==> config.mk <==
export PLATFORM = sky130hd
export DESIGN_NAME = sdram_request_arbiter
export DESIGN_NICKNAME = d
export VERILOG_FILES = /design/src/rtl/sdram_pkg.sv /design/src/rtl/sdram_rr_picker.sv /design/src/rtl/sdram_request_arbiter.sv
export SDC_FILE = /design/constraint.sdc
export NUM_CORES = 1
export LEC_CHECK = 0
export BUFFER_PORTS_ARGS = -buffer_cell sky130_fd_sc_hd__clkbuf_2
export CORE_AREA = 2 2 342 344
export CTS_CLUSTER_SIZE = 10
export DETAILED_ROUTE_END_ITERATION = 10
export DIE_AREA = 0 0 344 346
export SLEW_MARGIN = 25
export SYNTH_ARGS = -nofsm -noshare
export SYNTH_HDL_FRONTEND = slang
export SYNTH_SLANG_ARGS = --single-unit
==> constraint.sdc <==
create_clock -name iclk -period 19.4 [get_ports iclk]
set_input_delay 0 -clock iclk [delete_from_list [all_inputs] [get_ports iclk]]
set_output_delay 0 -clock iclk [all_outputs]
set_load 0.05 [all_outputs]
==> src/rtl/sdram_pkg.sv <==
// Shared SDRAM geometry constants and the request arbiter state encoding.
package sdram_pkg;

    localparam int SDRAM_ADDR_W = 25;
    localparam int SDRAM_LINE_W = 128;
    localparam int BANK_W       = 2;
    localparam int ROW_W        = 13;
    localparam int COL_W        = 10;

    // One-hot, matching the controller's state style.
    typedef enum logic [2:0] {
        StIdle  = 3'b001,
        StIssue = 3'b010,
        StDone  = 3'b100
    } arb_state_e;

    function automatic logic [SDRAM_ADDR_W-1:0] make_line_addr(
        input logic [BANK_W-1:0] bank,
        input logic [ROW_W-1:0]  row,
        input logic [COL_W-1:0]  col
    );
        return {bank, row, col};
    endfunction

endpackage

==> src/rtl/sdram_rr_picker.sv <==
// Combinational two-way round-robin pick: the requester that was not served last wins a tie.
module sdram_rr_picker (
    input  logic [1:0] i_req,
    input  logic       i_last,
    output logic       o_valid,
    output logic       o_winner
);

    always_comb begin
        o_valid  = |i_req;
        o_winner = 1'b0;
        case (i_req)
            2'b01:   o_winner = 1'b0;
            2'b10:   o_winner = 1'b1;
            2'b11:   o_winner = ~i_last;
            default: o_winner = 1'b0;
        endcase
    end

endmodule

==> src/rtl/sdram_request_arbiter.sv <==
// Two-client round-robin front end onto the SDRAM controller's single request port,
// with one transaction open at a time and a watchdog on the controller ack.
module sdram_request_arbiter
    import sdram_pkg::*;
#(
    parameter int ADDR_W  = SDRAM_ADDR_W,
    parameter int DATA_W  = SDRAM_LINE_W,
    parameter int TIMEOUT = 4095
) (
    input  logic              iclk,
    input  logic              ireset,
    input  logic              ic0_req,
    input  logic              ic0_we,
    input  logic [ADDR_W-1:0] ic0_address,
    input  logic [DATA_W-1:0] ic0_wdata,
    output logic              oc0_ack,
    output logic [DATA_W-1:0] oc0_rdata,
    input  logic              ic1_req,
    input  logic              ic1_we,
    input  logic [ADDR_W-1:0] ic1_address,
    input  logic [DATA_W-1:0] ic1_wdata,
    output logic              oc1_ack,
    output logic [DATA_W-1:0] oc1_rdata,
    output logic              owrite_req,
    output logic [ADDR_W-1:0] owrite_address,
    output logic [DATA_W-1:0] owrite_data,
    input  logic              iwrite_ack,
    output logic              oread_req,
    output logic [ADDR_W-1:0] oread_address,
    input  logic [DATA_W-1:0] iread_data,
    input  logic              iread_ack,
    output logic              ogrant,
    output logic              obusy,
    output logic              oerror
);

    localparam int               CNT_W    = $clog2(TIMEOUT + 1);
    // Last ISSUE cycle index before the watchdog fires; the request is held TIMEOUT cycles.
    localparam logic [CNT_W-1:0] CNT_LAST = CNT_W'(TIMEOUT - 1);

    arb_state_e        r_state;
    logic              r_we;
    logic              r_last;
    logic [CNT_W-1:0]  r_wd_cnt;
    logic [ADDR_W-1:0] r_addr;
    logic [DATA_W-1:0] r_wdata;
    logic              r_write_req;
    logic              r_read_req;
    logic              r_c0_ack;
    logic              r_c1_ack;
    logic [DATA_W-1:0] r_c0_rdata;
    logic [DATA_W-1:0] r_c1_rdata;
    logic              r_grant;
    logic              r_busy;
    logic              r_error;

    logic              w_valid;
    logic              w_winner;
    logic              w_sel_we;
    logic [ADDR_W-1:0] w_sel_addr;
    logic [DATA_W-1:0] w_sel_wdata;
    logic              w_ack_match;

    sdram_rr_picker u_picker (
        .i_req    ({ic1_req, ic0_req}),
        .i_last   (r_last),
        .o_valid  (w_valid),
        .o_winner (w_winner)
    );

    assign w_sel_we    = w_winner ? ic1_we      : ic0_we;
    assign w_sel_addr  = w_winner ? ic1_address : ic0_address;
    assign w_sel_wdata = w_winner ? ic1_wdata   : ic0_wdata;

    // An ack of the opposite direction is not ours and is ignored.
    assign w_ack_match = r_we ? iwrite_ack : iread_ack;

    always_ff @(posedge iclk or posedge ireset) begin
        if (ireset) begin
            r_state     <= StIdle;
            r_we        <= 1'b0;
            r_last      <= 1'b1;
            r_wd_cnt    <= '0;
            r_addr      <= '0;
            r_wdata     <= '0;
            r_write_req <= 1'b0;
            r_read_req  <= 1'b0;
            r_c0_ack    <= 1'b0;
            r_c1_ack    <= 1'b0;
            r_c0_rdata  <= '0;
            r_c1_rdata  <= '0;
            r_grant     <= 1'b0;
            r_busy      <= 1'b0;
            r_error     <= 1'b0;
        end else begin
            r_c0_ack <= 1'b0;
            r_c1_ack <= 1'b0;
            case (r_state)
                StIdle: begin
                    if (w_valid) begin
                        r_grant     <= w_winner;
                        r_we        <= w_sel_we;
                        r_addr      <= w_sel_addr;
                        r_wdata     <= w_sel_wdata;
                        r_write_req <= w_sel_we;
                        r_read_req  <= ~w_sel_we;
                        r_wd_cnt    <= '0;
                        r_busy      <= 1'b1;
                        r_state     <= StIssue;
                    end
                end
                StIssue: begin
                    if (w_ack_match || (r_wd_cnt == CNT_LAST)) begin
                        // Drop the request on the ack edge so the controller never re-issues it.
                        r_write_req <= 1'b0;
                        r_read_req  <= 1'b0;
                        r_c0_ack    <= ~r_grant;
                        r_c1_ack    <= r_grant;
                        r_last      <= r_grant;
                        r_state     <= StDone;
                        if (w_ack_match) begin
                            if (!r_we && !r_grant) begin
                                r_c0_rdata <= iread_data;
                            end
                            if (!r_we && r_grant) begin
                                r_c1_rdata <= iread_data;
                            end
                        end else begin
                            r_error <= 1'b1;
                        end
                    end else begin
                        r_wd_cnt <= r_wd_cnt + CNT_W'(1);
                    end
                end
                StDone: begin
                    r_busy  <= 1'b0;
                    r_state <= StIdle;
                end
                default: begin
                    r_state <= StIdle;
                end
            endcase
        end
    end

    assign oc0_ack        = r_c0_ack;
    assign oc1_ack        = r_c1_ack;
    assign oc0_rdata      = r_c0_rdata;
    assign oc1_rdata      = r_c1_rdata;
    assign owrite_req     = r_write_req;
    assign owrite_address = r_addr;
    assign owrite_data    = r_wdata;
    assign oread_req      = r_read_req;
    assign oread_address  = r_addr;
    assign ogrant         = r_grant;
    assign obusy          = r_busy;
    assign oerror         = r_error;

endmodule

# ---- Yosys cells after proc, flatten, opt, wreduce, memory -nomap -nowiden
# Index checks and enable logic that the tools add are counted.
dict set report totals {
  reg_bits 433
  inputBits 442
  output_inout_bits 441
  word_cells 68
}
dict set report op_classes {
  addsub 1
  eq_ne 9
  muxes 22
  n_bitwise 4
  n_reduce_logical 17
}
# cell n
set op_table {}
lappend op_table {{$mux W128} 1}
lappend op_table {{$mux W25} 1}
lappend op_table {{$mux W12} 2}
lappend op_table {{$pmux W12 S2} 1}
lappend op_table {{$add A12 B1 Y12 const B} 1}
lappend op_table {{$eq A12 B12 Y1 const B} 1}
lappend op_table {{$mux W1} 10}
lappend op_table {{$reduce_and A3 Y1} 3}
lappend op_table {{$pmux W1 S2} 4}
lappend op_table {{$reduce_and A2 Y1} 4}
lappend op_table {{$reduce_and A4 Y1} 2}
lappend op_table {{$mux W3} 2}
lappend op_table {{$pmux W3 S2} 1}
lappend op_table {{$eq A2 B2 Y1 const B} 2}
lappend op_table {{$ne A2 B2 Y1 const B} 2}
lappend op_table {{$not A1 Y1} 4}
lappend op_table {{$reduce_bool A2 Y1} 2}
lappend op_table {{$eq A3 B1 Y1 const B} 1}
lappend op_table {{$eq A3 B2 Y1 const B} 1}
lappend op_table {{$eq A3 B3 Y1 const B} 1}
lappend op_table {{$logic_and A1 B1 Y1} 2}
lappend op_table {{$logic_not A1 Y1} 2}
lappend op_table {{$ne A2 B1 Y1 const B} 1}
lappend op_table {{$reduce_or A2 Y1} 1}
lappend op_table {{$logic_or A1 B1 Y1} 1}

# ---- Depth between registers and ports, before layout
# Gate-level depths: netlist of run 1.
dict set report depth {
  word_depth 6
  depth_mapped 7
  ltp_nobuf 6
}

# ---- By module
# From an unflattened synthesis of run 1, not the netlist that was laid out.
dict set report hier_totals {
  hier_cells 1349
  area_unflattened_um2 17762.0
}
# mod instances cells_each area_each_um2
set modules_own_cells {}
lappend modules_own_cells {sdram_request_arbiter 1 1347 17748.3}
lappend modules_own_cells {sdram_rr_picker 1 2 13.8}

# ---- Least setup slack after synthesis of run 1
# Ideal clock, no wire load.
dict set report synth_timing {
  kind {register -> register}
  from {register r_state[2]}
  to {register r_c0_rdata[19], in the netlist oc0_rdata[19]}
  setup_time_ps 125
  arrival_ps 1808
  t_required_ps 19275
  path_slack_ps 17467
  stages_incl_launch_ff 7
  n_path_buf 3
  path_cell_list {dfrtp_1 or3b_1 buf_2 nor4b_4 buf_4 buf_8 mux2_2}
}
dict set report synth_via {
  elab_chain_cells 2
}
# item line
set synth_lines {}
lappend synth_lines {{from (decl)} sdram_request_arbiter.sv:41} ;# arb_state_e r_state;
lappend synth_lines {{from (signal assigned)} sdram_request_arbiter.sv:80} ;# r_state <= StIdle;
lappend synth_lines {{from (signal assigned)} sdram_request_arbiter.sv:109} ;# r_state <= StIssue;
lappend synth_lines {{from (signal assigned)} sdram_request_arbiter.sv:120} ;# r_state <= StDone;
lappend synth_lines {{$eq A3 B2 Y1} sdram_request_arbiter.sv:98} ;# case (r_state)
lappend synth_lines {{$reduce_and A4 Y1 (no line)} -}
lappend synth_lines {{to (signal assigned)} sdram_request_arbiter.sv:123} ;# r_c0_rdata <= iread_data;
lappend synth_lines {{to (decl)} sdram_request_arbiter.sv:51} ;# logic [DATA_W-1:0] r_c0_rdata;
# Every way passes these cells.
# A chain may end at the register's enable or synchronous reset.

# ---- Final worst setup path of run 1
dict set report layout_timing {
  from {register r_last}
  to {register r_wdata[55], in the netlist owrite_data[55]}
}
dict set report layout_via {
  elab_chain_cells 3
}
# item line
set layout_lines {}
lappend layout_lines {{from (decl)} sdram_request_arbiter.sv:43} ;# logic r_last;
lappend layout_lines {{from (signal assigned)} sdram_request_arbiter.sv:119} ;# r_last <= r_grant;
lappend layout_lines {{$not A1 Y1} sdram_rr_picker.sv:15} ;# 2'b11: o_winner = ~i_last;
lappend layout_lines {{$pmux W1 S2} sdram_rr_picker.sv:12} ;# case (i_req)
lappend layout_lines {{$mux W128} sdram_request_arbiter.sv:73} ;# assign w_sel_wdata = w_winner ? ic1_wdata : ic0_wdata;
lappend layout_lines {{to (signal assigned)} sdram_request_arbiter.sv:104} ;# r_wdata <= w_sel_wdata;
lappend layout_lines {{to (decl)} sdram_request_arbiter.sv:46} ;# logic [DATA_W-1:0] r_wdata;
# Every way passes these cells.

==> results of run 1 <==
==> worst min-delay path: stages <==
cell	delay, ns
dlygate4sd3_1	0.54
clkbuf_2	0.15
inv_8	0.46
==> logic make-up (layout without fill, tap and decap cells) <==
family	count (synthesis)	after routing
DFF	433	433
muxes	417	417
and+or+nand+nor	192	192
AOI/OAI and AO/OA	185	185
buffers and inverters	118	1439
adders and majority gates	2	2
other	0	5
==> sequential cells by signal, indices dropped and copies added (netlist names), 3 cells and up <==
signal	cells
oread_address	25
oc1_rdata	128
r_wd_cnt	12
oc0_rdata	128
owrite_data	128
r_state	3
==> metrics by stage <==
stage | hold WS, ns | util | cell area, sq um | setup slack, ns
6_report | 0.0433 | 0.257 | 29700 | 15.21
5_1_grt | 0.0951 | 0.257 | 29700 | 15.11
4_1_cts | 0.0426 | 0.257 | 29700 | 15.35
3_5_place_dp | 0.177 | 0.205 | 23700 | 15.48
3_3_place_gp | 0.171 | 0.205 | 23700 | 15.51
2_1_floorplan | 0.150 | - | 17900 | 7.34
==> routing by layer <==
| layer | vias to the layer above | part of all wire | track usage | wire, um |
|---|---|---|---|---|
| met2 | 642 | 0.48 | 0.214 | 37400 |
| met5 | - | 0.00092 | 0 | 72 |
| met3 | 119 | 0.076 | 0.0334 | 5950 |
| met4 | 10 | 0.029 | 0.0354 | 2250 |
| li1 | 7291 | - | - | - |
| met1 | 7734 | 0.42 | 0.157 | 32700 |
==> report_power, final <==
part	leakage, nW	total [mW]	switching [mW]	internal, mW
Sequential	5.45	1.56	0.247	1.32
Clock	0.749	0.917	0.385	0.532
Combinational	8.48	2.97	2.27	0.708
Total	14.7	5.45	2.90	2.56
==> cells in the final DEF, fill, tap and decap left out, types with 4 or more instances in the layout <==
| cell type | Yosys | routed |
|---|---|---|
| buf_4 | 27 | 18 |
| clkbuf_1 | 31 | 19 |
| clkbuf_16 | 0 | 52 |
| clkbuf_2 | 0 | 882 |
| clkbuf_8 | 0 | 4 |
| dfrtp_1 | 431 | 431 |
| diode_2 | 0 | 5 |
| dlygate4sd3_1 | 0 | 447 |
| inv_1 | 8 | 7 |
| mux2_2 | 259 | 259 |
| mux2i_1 | 158 | 158 |
| nand2_1 | 164 | 164 |
| nand4_1 | 4 | 4 |
| nor2_1 | 6 | 6 |
| o21ai_0 | 159 | 159 |
| o31ai_1 | 4 | 4 |
==> cell type report <==
class | count | area, sq um
antenna | 5 | 12.5
clock buffer | 75 | 1430
clock inverter | 8 | 123
fill | 12100 | 85700
inverter | 8 | 37.5
multi-input combinational | 796 | 6330
sequential | 433 | 10800
tap | 1524 | 1910
timing repair buffer | 1348 | 9030
==> repair_timing <==
action | in CTS | in global routing
hold buffers | 447 | 0
endpoints found under the hold margin | 521 | 0
resized for setup | 0 | 0
buffers inserted | 0 | 0
==> worst max-delay path by stage <==
stage,start,end,slack (ns),cells after the start
after detailed placement,r_state[2]$_DFFE_PP0P_,oc0_rdata[126]$_DFFE_PP0P_,15.48,6
after CTS,r_last$_DFFE_PP1P_,owrite_data[55]$_DFFE_PP0P_,15.35,7
after floorplan,ireset,obusy$_DFFE_PP0P_,7.34,1
after global placement,r_state[2]$_DFFE_PP0P_,oc0_rdata[125]$_DFFE_PP0P_,15.51,6
final,r_last$_DFFE_PP1P_,owrite_data[55]$_DFFE_PP0P_,15.21,7
after global routing,r_last$_DFFE_PP1P_,owrite_data[30]$_DFFE_PP0P_,15.11,7
==> results.py, run 1 <==
metrics = {
    "outcome": {
        "outcome": "complete, no violations",
    },
    "setup_path": {
        "r2r_end": "owrite_data[55]$_DFFE_PP0P_",
        "worst-path-buf-inv": 4,
        "critical_path_peak_fanout": 58,
        "r2r-start": "r_last$_DFFE_PP1P_",
        "worst_ep_required_time_ns": 19.86,
        "worstSetupPathType": "register to register",
        "worstRegToRegCells": 7,
        "slowest_stage": "buf_4",
        "critical_path.top_delay_family": "buffers and inverters",
        "cp_common_cell": "buf_4",
        "crit_chain": "a21boi_4 -> buf_4 -> buf_4 -> buf_4 -> mux2i_1 -> dlygate4sd3_1 -> o21ai_0",
        "cpPeakStageDelay_ns": 0.85,
        "ff2ff_setup_slack_ns": 15.21,
        "critPathLaunchType": "register",
        "arrival_ns": 4.64,
        "end_kind": "register",
    },
    "yosys": {
        "async_flop_share": 1.00,
        "synth-edff-count": 0,
        "avgSynthCellArea_sq_um": 13.3,
        "synthCells": 1347,
        "synth.net_count": 1791,
        "synthMuxAreaShare": 0.251,
        "synthTopCellsByArea": "dfrtp_1 60%, mux2_2 16%, mux2i_1 8.8%",
        "synth_largest_area_cell": "dfrtp_1",
        "synth_compound_area_frac": 0.0555,
        "ys_types": 43,
        "synth_fa_ha_area_frac": 0.00140,
        "syn_area_sq_um": 17900,
        "synth-seq-cells": 433,
        "post-synth-top-count-cell": "dfrtp_1",
        "synthXorXnorAreaFrac": 0,
        "synth_top_family_by_area": "multiplexers",
        "ys_seq_area_frac": 0.604,
        "synthSimpleGateAreaFrac": 0.0448,
        "yosysWarnings": 0,
        "synthFlopType": "dfrtp_1",
        "ys_top_cells_by_count": "431 x dfrtp_1, 259 x mux2_2, 164 x nand2_1, 159 x o21ai_0, 158 x mux2i_1",
        "synth_top_cell_area_share": 0.601,
    },
    "route": {
        "via_per_inst": 3.76,
        "postRouteAntennaNets": 0,
        "drt_iter0_drc": 774,
        "drcViolationCount": 0,
        "drt_wl_total_um": 78400,
        "avgRoutedWirePerCell_um": 18.7,
        "dr.pass1.iters": 6,
        "dr_total_vias": 15800,
    },
    "clock_network": {
        "cts_tree": "done",
        "clock_latency_ns": 0.61,
        "clock-sinks": 433,
        "cts_root_buffer": "clkbuf_16",
        "cts_htree_levels": 2,
        "cts_buffer_depth": 3,
        "path_clk_slew_ns": 0.05,
        "cts_made_buffers": 52,
    },
    "layout": {
        "fin_nets": 3083,
        "final_cells": 4197,
        "layout-area-overhead-vs-synth_pct": 65.7,
        "drive_gt1_frac": 0.463,
    },
    "floorplan": {
        "die_h_um": 346,
        "dieArea_sq_um": 119000,
        "fp.dieW_um": 344,
        "initial_core_util": 0.155,
        "coreArea_sq_um": 115000,
        "ios": 883,
        "rows": 125,
    },
    "power": {
        "peakVddDrop_mv": 0.0848,
        "pwr_density_cell_nw_per_um2": 184,
        "totalPowerFinal_mw": 5.45,
        "p_leak_nw": 14.7,
    },
    "timing": {
        "max_slew.worst_pin.slew_ns": 0.989,
        "final.setup.tns_ns": 0,
        "finalSetupViolCount": 0,
        "hold_viol_final": 0,
        "clock_skew_ns": 0.0192,
        "min_period_over_period": 0.216,
        "post-route-min-period_ns": 4.19,
        "drv_slew": 0,
        "fmax_ghz": 0.239,
        "slew_headroom": 0.341,
        "rsz0062_at_grt": "false",
    },
    "place": {
        "port_buffers": 882,
        "dp.cells": 3662,
        "finalWeightedCongestion": 0.905,
        "hpwlAfterDp_um": 60600,
    },
    "run": {
        "drv_cap": 0,
    },
    "global_routing": {
        "grt_max_degree": 117,
        "antenna_found_initial": 9,
        "grt_overflow_total": 0,
        "grt_pass1_wl_um": 111000,
        "track_usage": 0.127,
        "first_global_vias": 16400,
    },
    "min_path": {
        "hold_class": "input port to asynchronous set/reset pin",
    },
}
Note: power is estimated with default switching activity, not from simulation.
==> run 2: changes to the inputs <==
==> constraint.sdc (replaced) <==
create_clock -name iclk -period 4.1 [get_ports iclk]
set_input_delay 0 -clock iclk [delete_from_list [all_inputs] [get_ports iclk]]
set_output_delay 0 -clock iclk [all_outputs]
set_load 0.05 [all_outputs]
==> results.py, run 2 (synthesized netlist as in run 1, its figures left out) <==
metrics = {
    "setup_path": {
        "critical_path.top_delay_family": "buffers and inverters",
        "arrival_ns": 3.15,
        "critPathLaunchType": "register",
        "worstRegToRegCells": 5,
        "worst_ep_required_time_ns": 4.58,
        "end_kind": "register",
        "critical_path_peak_fanout": 80,
        "r2r-start": "r_last$_DFFE_PP1P_",
        "worst-path-buf-inv": 2,
        "slowest_stage": "dlygate4sd3_1",
        "ff2ff_setup_slack_ns": 1.43,
        "r2r_end": "owrite_data[33]$_DFFE_PP0P_",
        "crit_chain": "a21boi_4 -> buf_12 -> mux2i_1 -> dlygate4sd3_1 -> o21ai_0",
        "worstSetupPathType": "register to register",
        "cpPeakStageDelay_ns": 0.62,
    },
    "floorplan": {
        "ios": 883,
        "rows": 125,
        "fp.dieW_um": 344,
        "dieArea_sq_um": 119000,
        "die_h_um": 346,
        "coreArea_sq_um": 115000,
        "initial_core_util": 0.155,
    },
    "global_routing": {
        "grt_max_degree": 129,
        "antenna_found_initial": 9,
        "grt_overflow_total": 0,
        "first_global_vias": 16200,
        "track_usage": 0.130,
        "grt_pass1_wl_um": 113000,
    },
    "timing": {
        "slew_headroom": 0.275,
        "max_slew.worst_pin.slew_ns": 1.09,
        "setup_ws_ns": 1.43,
        "clock_skew_ns": 0.0203,
        "fmax_ghz": 0.375,
        "hold_ws_ns": 0.146,
        "post-route-min-period_ns": 2.67,
        "drv_slew": 0,
        "rsz0062_at_grt": "false",
        "hold_viol_final": 0,
        "finalSetupViolCount": 0,
        "min_period_over_period": 0.651,
    },
    "route": {
        "via_per_inst": 3.73,
        "avgRoutedWirePerCell_um": 19.2,
        "drt_wl_total_um": 80800,
        "dr.pass1.iters": 6,
        "drcViolationCount": 0,
        "dr_total_vias": 15600,
        "drt_iter0_drc": 627,
        "postRouteAntennaNets": 0,
    },
    "layout": {
        "drive_gt1_frac": 0.466,
        "ff_latch_area_sq_um": 10800,
        "final_cells": 4197,
        "mostFrequentLayoutCell": "clkbuf_2",
        "fillers": 12100,
        "layout_common_cells": "882 x clkbuf_2, 442 x dlygate4sd3_1, 431 x dfrtp_1, 259 x mux2_2, 164 x nand2_1",
        "multi_input_area_sq_um": 6330,
        "layout-area-overhead-vs-synth_pct": 66.1,
        "fin_nets": 3086,
        "fin_util": 0.258,
    },
    "clock_network": {
        "cts_tree": "done",
        "cts_buffer_depth": 3,
        "cts_made_buffers": 52,
        "cts_root_buffer": "clkbuf_16",
        "clock-sinks": 433,
        "cts_setup_buffers": 0,
        "ctsResizeCount": 0,
        "cts_htree_levels": 2,
        "clock_latency_ns": 0.62,
        "path_clk_slew_ns": 0.06,
    },
    "place": {
        "dp_slack_ns": 1.57,
        "hpwlAfterDp_um": 62000,
        "finalWeightedCongestion": 0.862,
        "dp.cells": 3670,
        "port_buffers": 882,
    },
    "power": {
        "pwr_density_cell_nw_per_um2": 867,
        "p_leak_nw": 14.7,
        "totalPowerFinal_mw": 25.8,
        "peakVddDrop_mv": 0.460,
    },
    "run": {
        "drv_cap": 0,
    },
    "min_path": {
        "hold_class": "input port to asynchronous set/reset pin",
    },
    "outcome": {
        "outcome": "complete, no violations",
    },
}
run 2: worst max path at each step:
stage | to | cells past startpoint | start
4_1_cts | owrite_data[32]$_DFFE_PP0P_ | 5 | r_last$_DFFE_PP1P_
5_1_grt | owrite_data[40]$_DFFE_PP0P_ | 5 | r_last$_DFFE_PP1P_
3_3_place_gp | oc0_rdata[118]$_DFFE_PP0P_ | 4 | r_state[2]$_DFFE_PP0P_
2_1_floorplan | obusy$_DFFE_PP0P_ | 1 | ireset
6_report | owrite_data[33]$_DFFE_PP0P_ | 5 | r_last$_DFFE_PP1P_
3_5_place_dp | oc0_rdata[110]$_DFFE_PP0P_ | 4 | r_state[2]$_DFFE_PP0P_
run 2: tightest hold or removal path: cells and delay by family:
family / cells / cell delay [ns]
buf+inv: 3 / 1.25
run 2: what timing repair did:
| action | CTS | global route |
|---|---|---|
| setup endpoints to repair | 0 | 0 |
| hold endpoints to repair | 438 | 0 |
| hold buffers | 442 | 0 |
run 2: stage by stage:
stage | setup TNS [ns] | area [sq um]
floorplan | -752.66 | 17900
finish | 0 | 29800
global placement | 0 | 23800
detailed placement | 0 | 23800
CTS | 0 | 29800
global route | 0 | 29800
run 2: layer usage:
metal,global-route usage,up-vias,part of all wire
li1,-,7268,-
met1,0.154,7605,0.41
met2,0.221,610,0.48
met3,0.0360,149,0.069
met4,0.0535,6,0.044
met5,0,-,0.00045
run 2: power by group:
part / leakage (nW) / switching [mW] / internal (mW)
registers: 5.45 / 1.13 / 6.22
clock network: 0.737 / 1.84 / 2.42
logic: 8.53 / 10.8 / 3.37
run 2: layout make-up:
type	instances	share of cell area
repair buffers	1351	0.307
flip-flops and latches	433	0.364
diodes	6	0.000504
multi-input cells	796	0.213
clock buffers	69	0.0468
clock inverters	10	0.00365
well taps	1524	0.0640
inverters	8	0.00113
